--- src/rtl/hd_bitop_pipe.sv ---
// Two-stage bit-manipulation pipe (ABS/CLZ/CTZ/POP/ISO/CLR): 2-cycle latency, 1 op/cycle.
// Full valid/ready backpressure; a stalled stage holds its contents and outputs stay stable.
module hd_bitop_pipe #(
   parameter int WIDTH = 32
) (
   input  logic             clk,
   input  logic             rst,
   input  logic             in_valid,
   output logic             in_ready,
   input  logic [2:0]       in_op,
   input  logic [WIDTH-1:0] in_data,
   input  logic [3:0]       in_tag,
   output logic             out_valid,
   input  logic             out_ready,
   output logic [WIDTH-1:0] out_data,
   output logic [3:0]       out_tag,
   output logic             out_flag,
   output logic             busy
);
   localparam int CNT_W = $clog2(WIDTH + 1);
   localparam logic [WIDTH-1:0] ONE     = WIDTH'(1);
   localparam logic [WIDTH-1:0] MIN_NEG = {1'b1, {(WIDTH-1){1'b0}}};

   localparam logic [2:0] OP_ABS = 3'd0;
   localparam logic [2:0] OP_CLZ = 3'd1;
   localparam logic [2:0] OP_CTZ = 3'd2;
   localparam logic [2:0] OP_POP = 3'd3;
   localparam logic [2:0] OP_ISO = 3'd4;
   localparam logic [2:0] OP_CLR = 3'd5;

   logic             s1_valid_q, s1_valid_d;
   logic [2:0]       s1_op_q, s1_op_d;
   logic [WIDTH-1:0] s1_data_q, s1_data_d;
   logic [3:0]       s1_tag_q, s1_tag_d;
   logic             s2_valid_q, s2_valid_d;
   logic [WIDTH-1:0] s2_data_q, s2_data_d;
   logic [3:0]       s2_tag_q, s2_tag_d;
   logic             s2_flag_q, s2_flag_d;

   logic             adv2;
   logic [WIDTH-1:0] neg_x;
   logic [CNT_W-1:0] clz_cnt, ctz_cnt, pop_cnt;
   logic [WIDTH-1:0] res_data;
   logic             res_flag;
   logic             x_zero;

   assign adv2     = ~s2_valid_q | out_ready;
   assign in_ready = ~s1_valid_q | adv2;

   always_comb begin
      neg_x   = ~s1_data_q + ONE;
      x_zero  = (s1_data_q == '0);
      clz_cnt = CNT_W'(WIDTH);
      ctz_cnt = CNT_W'(WIDTH);
      pop_cnt = '0;
      // Ascending scan: the last hit is the highest set bit.
      for (int i = 0; i < WIDTH; i++) begin
         if (s1_data_q[i]) clz_cnt = CNT_W'(WIDTH - 1 - i);
         pop_cnt = pop_cnt + CNT_W'(s1_data_q[i]);
      end
      for (int i = WIDTH - 1; i >= 0; i--) begin
         if (s1_data_q[i]) ctz_cnt = CNT_W'(i);
      end

      res_data = '0;
      res_flag = 1'b0;
      case (s1_op_q)
         OP_ABS: begin
            res_data = s1_data_q[WIDTH-1] ? neg_x : s1_data_q;
            res_flag = (s1_data_q == MIN_NEG);
         end
         OP_CLZ: begin
            res_data = WIDTH'(clz_cnt);
            res_flag = x_zero;
         end
         OP_CTZ: begin
            res_data = WIDTH'(ctz_cnt);
            res_flag = x_zero;
         end
         OP_POP: res_data = WIDTH'(pop_cnt);
         OP_ISO: begin
            res_data = s1_data_q & neg_x;
            res_flag = x_zero;
         end
         OP_CLR: begin
            res_data = s1_data_q & (s1_data_q - ONE);
            res_flag = x_zero;
         end
         default: res_flag = 1'b1;
      endcase
   end

   always_comb begin
      s1_valid_d = s1_valid_q;
      s1_op_d    = s1_op_q;
      s1_data_d  = s1_data_q;
      s1_tag_d   = s1_tag_q;
      s2_valid_d = s2_valid_q;
      s2_data_d  = s2_data_q;
      s2_tag_d   = s2_tag_q;
      s2_flag_d  = s2_flag_q;

      if (in_ready) s1_valid_d = in_valid;
      if (in_valid && in_ready) begin
         s1_op_d   = in_op;
         s1_data_d = in_data;
         s1_tag_d  = in_tag;
      end

      if (adv2) s2_valid_d = s1_valid_q;
      if (s1_valid_q && adv2) begin
         s2_data_d = res_data;
         s2_tag_d  = s1_tag_q;
         s2_flag_d = res_flag;
      end
   end

   always_ff @(posedge clk) begin
      if (rst) begin
         s1_valid_q <= 1'b0;
         s1_op_q    <= '0;
         s1_data_q  <= '0;
         s1_tag_q   <= '0;
         s2_valid_q <= 1'b0;
         s2_data_q  <= '0;
         s2_tag_q   <= '0;
         s2_flag_q  <= 1'b0;
      end else begin
         s1_valid_q <= s1_valid_d;
         s1_op_q    <= s1_op_d;
         s1_data_q  <= s1_data_d;
         s1_tag_q   <= s1_tag_d;
         s2_valid_q <= s2_valid_d;
         s2_data_q  <= s2_data_d;
         s2_tag_q   <= s2_tag_d;
         s2_flag_q  <= s2_flag_d;
      end
   end

   assign out_valid = s2_valid_q;
   assign out_data  = s2_data_q;
   assign out_tag   = s2_tag_q;
   assign out_flag  = s2_flag_q;
   assign busy      = s1_valid_q | s2_valid_q;
endmodule

--- config.mk ---
export PLATFORM = sky130hd
export DESIGN_NAME = hd_bitop_pipe
export DESIGN_NICKNAME = d
export VERILOG_FILES = /design/src/rtl/hd_bitop_pipe.sv
export SDC_FILE = /design/constraint.sdc
export NUM_CORES = 1
export LEC_CHECK = 0
export CELL_PAD_IN_SITES_DETAIL_PLACEMENT = 0
export CELL_PAD_IN_SITES_GLOBAL_PLACEMENT = 1
export CORE_UTILIZATION = 40
export DETAILED_ROUTE_END_ITERATION = 10
export GPL_TIMING_DRIVEN = 0
export PLACE_DENSITY = 0.79
export SYNTH_ARGS = -nofsm -noshare
export SYNTH_HDL_FRONTEND = slang
export SYNTH_SLANG_ARGS = --single-unit
--- constraint.sdc ---
create_clock -name clk -period 6.1 [get_ports clk]
set_input_delay 0.915 -clock clk [delete_from_list [all_inputs] [get_ports clk]]
set_output_delay 0.915 -clock clk [all_outputs]
set_load 0.02 [all_outputs]
==> results of run 1 <==
[layer usage]
| metal | GRT usage | wire [um] | part of all wire | vias to the layer above |
|---|---|---|---|---|
| li1 | - | - | - | 2882 |
| met1 | 0.4401 | 9989 | 0.44 | 2941 |
| met2 | 0.4807 | 10020 | 0.44 | 332 |
| met3 | 0.05236 | 1679 | 0.073 | 61 |
| met4 | 0.1914 | 1171 | 0.051 | 0 |
| met5 | 0 | 0 | 0 | - |
[kinds of logic after synthesis]
group,share of synthesized area
and+or+nand+nor,0.2687
AOI/OAI and AO/OA,0.2310
buffers and inverters,0.07043
DFF,0.2764
adders and majority gates,0.1138
xor gates and xnor gates,0.02171
muxes,0.01794
[cell type report]
type / count / area, sq um / area share
Inverter: 38 / 142.6 / 0.02032
Clock buffer: 10 / 239.0 / 0.03405
Buffer: 62 / 247.7 / 0.03530
Multi-Input combinational cell: 579 / 3696 / 0.5267
Sequential cell: 78 / 1563 / 0.2227
Tap cell: 180 / 225.2 / 0.03209
Timing Repair Buffer: 81 / 810.8 / 0.1155
Clock inverter: 6 / 93.84 / 0.01337
[power by group]
| part | switching (mW) | internal [mW] |
|---|---|---|
| logic | 0.446 | 0.281 |
| clock network | 0.243 | 0.373 |
| registers | 0.0251 | 0.533 |
[worst max-delay path, stage by stage, from the launching register on]
cell and delay [ps]:
dfxtp_1 550, inv_1 140, fa_1 540, fa_1 520
inv_1 50, fa_1 490, inv_1 50, fa_1 470
fa_1 520, fa_1 510, inv_1 50, ha_1 200
fa_1 400, a21o_1 170, a21oi_1 190, xor2_1 250
nor3_1 100, a2111oi_2 420, o21ai_0 120
[placed cells by master, fill, tap and decap left out, types with 5 or more instances in the layout]
cell / netlist / layout
nand4_1: 9 / 9
or3_1: 6 / 6
a22oi_1: 6 / 6
o211ai_1: 10 / 10
o21ai_0: 45 / 45
nor2b_1: 5 / 5
or4_1: 10 / 10
nor2_1: 45 / 45
o31ai_1: 5 / 5
a21oi_1: 82 / 82
clkdlybuf4s50_1: 0 / 81
mux2i_1: 9 / 9
dfxtp_1: 78 / 77
nor3_1: 27 / 27
or2_2: 7 / 7
nand3_1: 16 / 16
a31oi_1: 5 / 5
xor2_1: 5 / 5
nor4_2: 5 / 5
nand2_1: 138 / 138
ha_1: 13 / 13
inv_1: 38 / 38
buf_2: 6 / 6
clkbuf_16: 0 / 9
fa_1: 24 / 24
nor4_1: 9 / 9
xnor2_1: 9 / 9
clkbuf_1: 55 / 53
[registers in the layout (all words and copies together), names as in the netlist]
signal / flops
out_data: 32
s1_data_q: 32
out_tag: 4
s1_tag_q: 4
s1_op_q: 3
out_flag: 1
out_valid: 1
s1_valid_q: 1
[through the flow]
stage / cells / utilization / area [sq um] / hold slack, ps
floorplan: 759 / - / 5649 / 432.1
global placement: 1020 / 0.4835 / 6685 / 432.4
detailed placement: 1020 / 0.4835 / 6685 / 441.4
CTS: 1034 / 0.5071 / 7012 / 450.8
global route: 1034 / 0.5076 / 7018 / 477.8
finish: 1034 / 0.5076 / 7018 / 456.8
[synthesized netlist by cell type, drive strengths merged (3+ instances only)]
library cell / number
o21bai: 3
o22ai: 4
o311ai: 3
mux2i: 9
a211oi: 4
a21oi: 82
nand4: 9
a221oi: 4
nand2b: 4
a22oi: 6
nand2: 138
nor4: 14
a22o: 3
o211ai: 10
xnor2: 9
buf: 9
xor2: 5
o21ai: 47
nand3b: 3
a31oi: 5
fa: 24
nor3: 31
or2: 9
nor2b: 5
or3: 8
o2111ai: 4
nor3b: 3
clkbuf: 55
nor2: 45
a32oi: 3
o31ai: 5
ha: 13
nand3: 16
inv: 38
or4: 10
a2111oi: 5
dfxtp: 78
and2: 3
[timing repair]
action | in CTS | in global routing
setup endpoints to repair | 1 | 1
gates resized for setup | 1 | 2
setup buffers | 0 | 0
hold buffers | 0 | 0
[final timing paths]
path,from,end,slack [ps],cells past startpoint
setup reg to reg,s1_data_q[27],out_data[4],220,18
setup / recovery,s1_data_q[27],out_data[4],220,18
hold reg to reg,out_data[17],out_data[17],460,2
hold / removal,out_data[17],out_data[17],460,2
==> flow_summary.ini, run 1 <==
[power]
ir_drop_uv = 159.9
powerDensity_nw_per_um2 = 270.9
finalPower_mw = 1.901
p_leak_nw = 2.613

[floorplan]
die_h_um = 120.8
ios = 83
coreArea_sq_um = 13830
initial_utilization = 0.4086
rows = 43
die_area_sq_um = 14600
chipWidth_um = 120.8

[placed_design]
gp_congestion = 0.9224
port_buffers = 81
dpl.hpwl_um = 17770
dpl_worst_slack_ps = -185.7

[sta]
max_freq_mhz = 170.2
report.final.slew_viol_count = 0
setup_violations = 0
setup_slack_ps = 224.9
rsz0062_at_grt = no
worst_pin_slew_ps = 1289
finalSetupTns_ps = 0
finalCritPeriodShare = 0.9631
finalHoldViolations = 0
finalCriticalPeriod_ps = 5875
fin_skew_ps = 9.219
max_slew_margin = 0.1326

[logic_synthesis]
synth.avg_cell_area_sq_um = 7.443
syn_area_sq_um = 5649
ys.flop_type = dfxtp_1
yosysTopAreaCell = dfxtp_1
async_reset_ff_frac = 0
netlist_instances = 759
netlist-cell-type-count = 69
synth_edf_count = 0
yosysWarnings = 0
synth_top_cell_area_share = 0.2764
yosys-top-cells-area = dfxtp_1 28%, nand2_1 9.2%, fa_1 8.5%
postSynthNetCount = 839
synth.ff_latch_count = 78
ys_seq_area_frac = 0.2764

[grt]
grt_usage = 0.3240
overflow = 0
grt_pass1_wl_um = 34860
antenna_found_initial = 0
grt_pass1_vias = 5959
grt_max_degree = 15

[status]
status = completed

[route]
ant_nets = 0
wl_per_cell_um = 22.11
drt_iter0_markers = 581
first_pass_iters = 6
drc = 0
num_vias = 6216
vias_per_cell = 6.012
finalWirelength_um = 22860

[worst_setup_path]
critPathKind = reg -> reg
cp-end-kind = flop
cp-start-kind = flop
crit_arrival_ps = 6110
path_max_fanout = 9
worstPathRequired_ps = 6330

[layout]
layout-drive-gt1-share = 0.05504
syn2layout_area_growth_pct = 24.23
nFillCells = 1356
nNetsFinal = 929
diodes = 0

[clock_network]
cts_buffer_depth = 2
numCtsBuffers = 9
clkTransAtPathRegs_ps = 70
cts-root-buf = clkbuf_16
cts.sinks = 78
insertion_delay_ps = 360
cts_tree = yes
cts_max_level = 3

[worst_hold_path]
hp-class = reg -> reg

[run]
drv_cap = 0
Power figures use the tool's default switching activity.
==> run 2, diff against run 1 <==
--- a/config.mk
+++ b/config.mk
@@ -5,9 +5,11 @@
 export SDC_FILE = /design/constraint.sdc
 export NUM_CORES = 1
 export LEC_CHECK = 0
+export ABC_AREA = 1
 export CELL_PAD_IN_SITES_DETAIL_PLACEMENT = 0
 export CELL_PAD_IN_SITES_GLOBAL_PLACEMENT = 1
-export CORE_UTILIZATION = 40
+export CORE_MARGIN = 5
+export CORE_UTILIZATION = 39
 export DETAILED_ROUTE_END_ITERATION = 10
 export GPL_TIMING_DRIVEN = 0
 export PLACE_DENSITY = 0.79
==> run 2 against run 1 <==
Against the previous run: register-to-register slack improved by 310 ps; sequential power increased by 3%; synthesized area up 1.3%; setup slack improved by 310 ps; critical endpoint unchanged; clock skew fell by 2.1 ps; wire length fell by 10%; count of clock-buffer cells in the layout is 3 higher; core utilization shrank 1.6 points; critical path depth rose by 3.
==> flow_summary.ini, run 2 <==
[logic_synthesis]
yosysTopAreaCell = dfxtp_1
yosysWarnings = 0
netlist_instances = 861
async_reset_ff_frac = 0
ys.flop_type = dfxtp_1
ys_seq_area_frac = 0.2728
syn_area_sq_um = 5724
synth_edf_count = 0
post-synth-top-count-cell = nand2_1
postSynthNetCount = 941
yosys-top-cells-area = dfxtp_1 27%, nand2_1 12%, fa_1 8.4%
ys_top_cells_by_count = 186 x nand2_1, 106 x nor2_1, 94 x inv_1
synth.ff_latch_count = 78
netlist-cell-type-count = 44
synth_top_cell_area_share = 0.2728
synth.avg_cell_area_sq_um = 6.648

[worst_setup_path]
cp-end-kind = flop
slowest_stage = fa_1
slowest_delay_ps = 520
cp-start-kind = flop
crit_top_cell = fa_1
path_max_fanout = 5
worstPathRequired_ps = 6390
critPathKind = reg -> reg
crit_arrival_ps = 5850
cp_cell_sequence = inv_1, fa_1, fa_1, inv_1, fa_1, inv_1, fa_1, fa_1, fa_1, inv_1, ha_1, fa_1, nand2_1, nand2_1, a21oi_1, xor2_1, nor4_1, a311oi_1, nand2_1, nand2_1, a21oi_1

[grt]
grt_usage = 0.2325
grt-busiest-layer = met2
use_met2 = 0.3617
overflow = 0
grt_pass1_vias = 5759
gr-usage-met3 = 0.03670
grt_max_degree = 13
use_met1 = 0.3306
grt_pass1_wl_um = 32060
antenna_found_initial = 0

[clock_network]
insertion_delay_ps = 350
ctsHoldBuffers = 0
numCtsBuffers = 9
cts-root-buf = clkbuf_16
clkTransAtPathRegs_ps = 60
cts_tree = yes
cts.sinks = 78
cts_buffer_depth = 2
post_cts_buffers = 0
cts_resized = 0
cts_max_level = 3

[sta]
setup_slack_ps = 536.4
max_slew_margin = 0.4192
worst_pin_slew_ps = 871.2
setup_violations = 0
finalCriticalPeriod_ps = 5564
finalHoldViolations = 0
finalSetupTns_ps = 0
finalCritPeriodShare = 0.9121
fin_skew_ps = 7.137
max_freq_mhz = 179.7
report.final.slew_viol_count = 0
rsz0062_at_grt = no

[route]
vias_per_cell = 5.348
finalWirelength_um = 20510
drc = 0
num_vias = 6107
wl_per_cell_um = 17.96
ant_nets = 0
drt_iter0_markers = 495
first_pass_iters = 4

[floorplan]
initial_utilization = 0.3954
rows = 44
chipWidth_um = 131.2
die_h_um = 131.2
ios = 83
coreArea_sq_um = 14480
die_area_sq_um = 17200

[worst_hold_path]
hp-class = reg -> reg

[power]
ir_drop_uv = 172.5
p_leak_nw = 2.914
powerDensity_nw_per_um2 = 294.5
finalPower_mw = 2.095

[placed_design]
dpl_worst_slack_ps = 660.6
placed_cell_area_sq_um = 6765
port_buffers = 81
gp_congestion = 0.9399
dpl.hpwl_um = 15650

[run]
drv_cap = 0

[layout]
postLayoutCellArea_sq_um = 7116
fin_util = 0.4914
syn2layout_area_growth_pct = 24.31
nNetsFinal = 1033
final_common_cell = nand2_1
nFillCells = 1592
final_cell_mix = 186 x nand2_1, 106 x nor2_1, 94 x inv_1
layout-drive-gt1-share = 0.05741
diodes = 0

[status]
status = completed
[run 2: changes by cell type after synthesis, sizes merged, moves of 9 or more]
cell	change
nor4	-9
a211oi	+33
nand3	+13
clkbuf	-24
nor2	+62
inv	+73
nand2	+54
or4	-10
[run 2: logic make-up after synthesis]
group	after synthesis	synth area share
adders and majority gates	37	0.1124
AOI/OAI and AO/OA	198	0.2048
DFF	78	0.2728
and+or+nand+nor	375	0.2815
buffers and inverters	158	0.1054
xor gates and xnor gates	14	0.02142
muxes	1	0.001749
[run 2: worst max-delay path: cells and delay by family (launching register included)]
kind	cells	cell delay, ps
buf+inv	4	310
simple gates	5	770
fa+ha+maj	8	3550
flops	1	410
compound gates	3	390
xor+xnor	1	90
[run 2: metrics by stage]
stage | hold WS (ps) | std cells
2_1_floorplan | 440.1 | 861
3_3_place_gp | 452.5 | 1126
3_5_place_dp | 454.8 | 1126
5_1_grt | 481.5 | 1142
4_1_cts | 464.4 | 1142
6_report | 460.8 | 1142
[run 2: layout make-up]
class / instances / area [sq um] / share of cell area
clock inverters: 3 / 90.09 / 0.01266
multi-input cells: 625 / 3560 / 0.5003
clock buffers: 13 / 260.3 / 0.03657
repair buffers: 81 / 810.8 / 0.1139
flip-flops and latches: 78 / 1562 / 0.2194
plain buffers: 39 / 150.1 / 0.02110
inverters: 119 / 452.9 / 0.06365
well taps: 184 / 230.2 / 0.03235
[run 2: per-layer routing]
metal  part of all wire  wire, um
met5                  0         0
met4              0.017       353
met3              0.058      1180
met2               0.45      9154
met1               0.48      9824
[run 2: path summary, 6_finish.rpt]
kind                 startpoint            to  slack [ps]  depth (start not counted)
setup / recovery  s1_data_q[27]   out_data[4]         540                         21
hold / removal     out_data[18]  out_data[18]         460                          2
setup reg to reg  s1_data_q[27]   out_data[4]         540                         21
hold reg to reg    out_data[18]  out_data[18]         460                          2
[run 2: power by group]
part,internal (mW),switching [mW]
Combinational,0.352,0.525
Sequential,0.538,0.0338
Clock,0.423,0.224
==> run 3, diff against run 2 <==
--- a/config.mk
+++ b/config.mk
@@ -9,10 +9,11 @@
 export CELL_PAD_IN_SITES_DETAIL_PLACEMENT = 0
 export CELL_PAD_IN_SITES_GLOBAL_PLACEMENT = 1
 export CORE_MARGIN = 5
-export CORE_UTILIZATION = 39
+export CORE_UTILIZATION = 36
+export CTS_BUF_LIST = sky130_fd_sc_hd__clkbuf_4 sky130_fd_sc_hd__clkbuf_8
 export DETAILED_ROUTE_END_ITERATION = 10
 export GPL_TIMING_DRIVEN = 0
-export PLACE_DENSITY = 0.79
+export PLACE_DENSITY = 0.76
 export SYNTH_ARGS = -nofsm -noshare
 export SYNTH_HDL_FRONTEND = slang
 export SYNTH_SLANG_ARGS = --single-unit
==> constraint.sdc (replaced) <==
create_clock -name clk -period 4.85 [get_ports clk]
set_input_delay 0.7275 -clock clk [delete_from_list [all_inputs] [get_ports clk]]
set_output_delay 0.7275 -clock clk [all_outputs]
set_load 0.02 [all_outputs]
==> run 3 against run 2 <==
Against the previous run: the run now ends with setup timing left; sequential cell count did not move; setup slack worse by 950 ps; final cell count up 2.9%; worst hold slack better by 1.9 ps; sequential power is 26% higher; total power is 24% higher; global-route usage about the same; clock power decreased by 27%; core utilization decreased by 3.9 points; via count is the same; sequential share of layout area grew 0.26 points; final area is the same; critical path type unchanged; highest routed layer unchanged.
==> flow_summary.ini, run 3 (synthesis gave the netlist of run 2 again) <==
[grt]
grt_pass1_wl_um = 32860
gr-usage-met3 = 0.04626
grt_max_degree = 12
grt-busiest-layer = met2
grt_pass1_vias = 5917
grt_usage = 0.2322
overflow = 0
use_met2 = 0.3663
antenna_found_initial = 0
use_met1 = 0.3221

[sta]
max_slew_margin = 0.4283
setup_violations = 4
rsz0062_at_grt = yes
fin_skew_ps = 5.924
finalHoldViolations = 0
report.final.slew_viol_count = 0
finalCritPeriodShare = 1.085
finalCriticalPeriod_ps = 5264
max_freq_mhz = 190.0
finalSetupTns_ps = -696.3
worst_pin_slew_ps = 857.5
setup_slack_ps = -413.8

[floorplan]
coreArea_sq_um = 15710
rows = 46
die_h_um = 136.1
initial_utilization = 0.3643
chipWidth_um = 136.1
ios = 83
die_area_sq_um = 18520

[route]
drt_iter0_markers = 433
vias_per_cell = 5.197
ant_nets = 0
drc = 0
num_vias = 6107
first_pass_iters = 5
finalWirelength_um = 21080
wl_per_cell_um = 17.94

[status]
status = finished with violations
violations = setup timing

[worst_setup_path]
critPathKind = reg -> reg
r2r_cells = 21
crit_arrival_ps = 5500
cp-end-kind = flop
cp-start-kind = flop
timing.rr.start = s1_data_q[17]
r2r-end = out_data[4]
path_max_fanout = 2
r2r_slack_ps = -410
worstPathRequired_ps = 5090

[placed_design]
dpl.hpwl_um = 16320
gp_congestion = 0.9480
port_buffers = 81
place_inst = 1158
placed_cell_area_sq_um = 6814

[layout]
diodes = 0
fin_util = 0.4529
nNetsFinal = 1036
final_cell_mix = 184 x nand2_1, 106 x nor2_1, 88 x inv_1
syn2layout_area_growth_pct = 24.31
final_common_cell = nand2_1
postLayoutCellArea_sq_um = 7116
final_cells = 1175
layout-drive-gt1-share = 0.09385

[worst_hold_path]
holdPathEnd = out_data[15]
hp-class = reg -> reg
holdPathStages = 2
worstHoldStart = out_data[15]

[clock_network]
cts_max_level = 3
cts.sinks = 78
clkTransAtPathRegs_ps = 80
cts_buffer_depth = 2
cts_tree = yes
insertion_delay_ps = 380
numCtsBuffers = 9
cts-root-buf = clkbuf_8

[run]
drv_cap = 0

[power]
p_leak_nw = 2.856
powerDensity_nw_per_um2 = 366.5
finalPower_mw = 2.608
ir_drop_uv = 272.5
==> run 3: cell types whose count changed in the layout (fill, tap and decap cells not counted), sizes merged <==
cell | before | now
buf | 8 | 11
clkinv | 8 | 9
bufinv | 3 | 0
==> run 3: worst max-delay path, stage by stage (launching register included) <==
cell and delay [ps]:
dfxtp_4 360, fa_1 550, inv_2 50, fa_1 500
inv_1 50, fa_1 500, inv_2 40, fa_1 500
fa_1 440, fa_1 530, inv_2 50, ha_4 160
fa_2 340, nand2_2 90, nand2_2 50, a21oi_2 120
xor2_1 220, nor4_2 90, a311oi_1 220, nand2_1 110
nand2_1 70, a21oi_1 70
==> run 3: report_power, final <==
group	internal [mW]	switching (mW)	leakage [nW]	total, mW
registers	0.678	0.0427	0.644	0.720
logic	0.621	0.797	2.12	1.42
clock network	0.227	0.242	0.0948	0.470
==> run 3: worst max path at each step <==
stage / start / end / slack [ps] / cells after the start
after floorplan: s1_data_q[17] / out_data[4] / 20 / 21
after global placement: s1_data_q[5] / out_data[4] / -510 / 19
after detailed placement: s1_data_q[25] / out_data[4] / -540 / 21
after CTS: s1_data_q[17] / out_data[4] / -430 / 21
after global routing: s1_data_q[17] / out_data[4] / -600 / 21
final: s1_data_q[17] / out_data[4] / -410 / 21
==> run 3: per-layer routing <==
metal	vias up	part of all wire
met1	2860	0.46
met3	26	0.068
met4	0	0.017
met2	195	0.45
met5	-	0
li1	3026	-
==> run 3: timing repair <==
item,in CTS,in global routing
hold buffers,0,0
setup buffers,2,1
setup endpoints to repair,4,5
resized for setup,22,11
pin swaps,8,7
==> run 3: per-stage QoR <==
step	hold WS [ps]	worst slack [ps]
after floorplan	440.1	20.56
after global placement	452.4	-512.5
after detailed placement	454.7	-536.9
after CTS	466.4	-428.9
after global routing	479.3	-595.4
final	462.8	-413.8
==> run 3: area by class of cell <==
class,count,area [sq um]
fill,1721,8597
multi-input combinational,625,3651
sequential,78,1580
timing repair buffer,84,833.3
inverter,119,452.9
tap,216,270.3
clock buffer,13,172.7
buffer,39,150.1
clock inverter,1,5.005
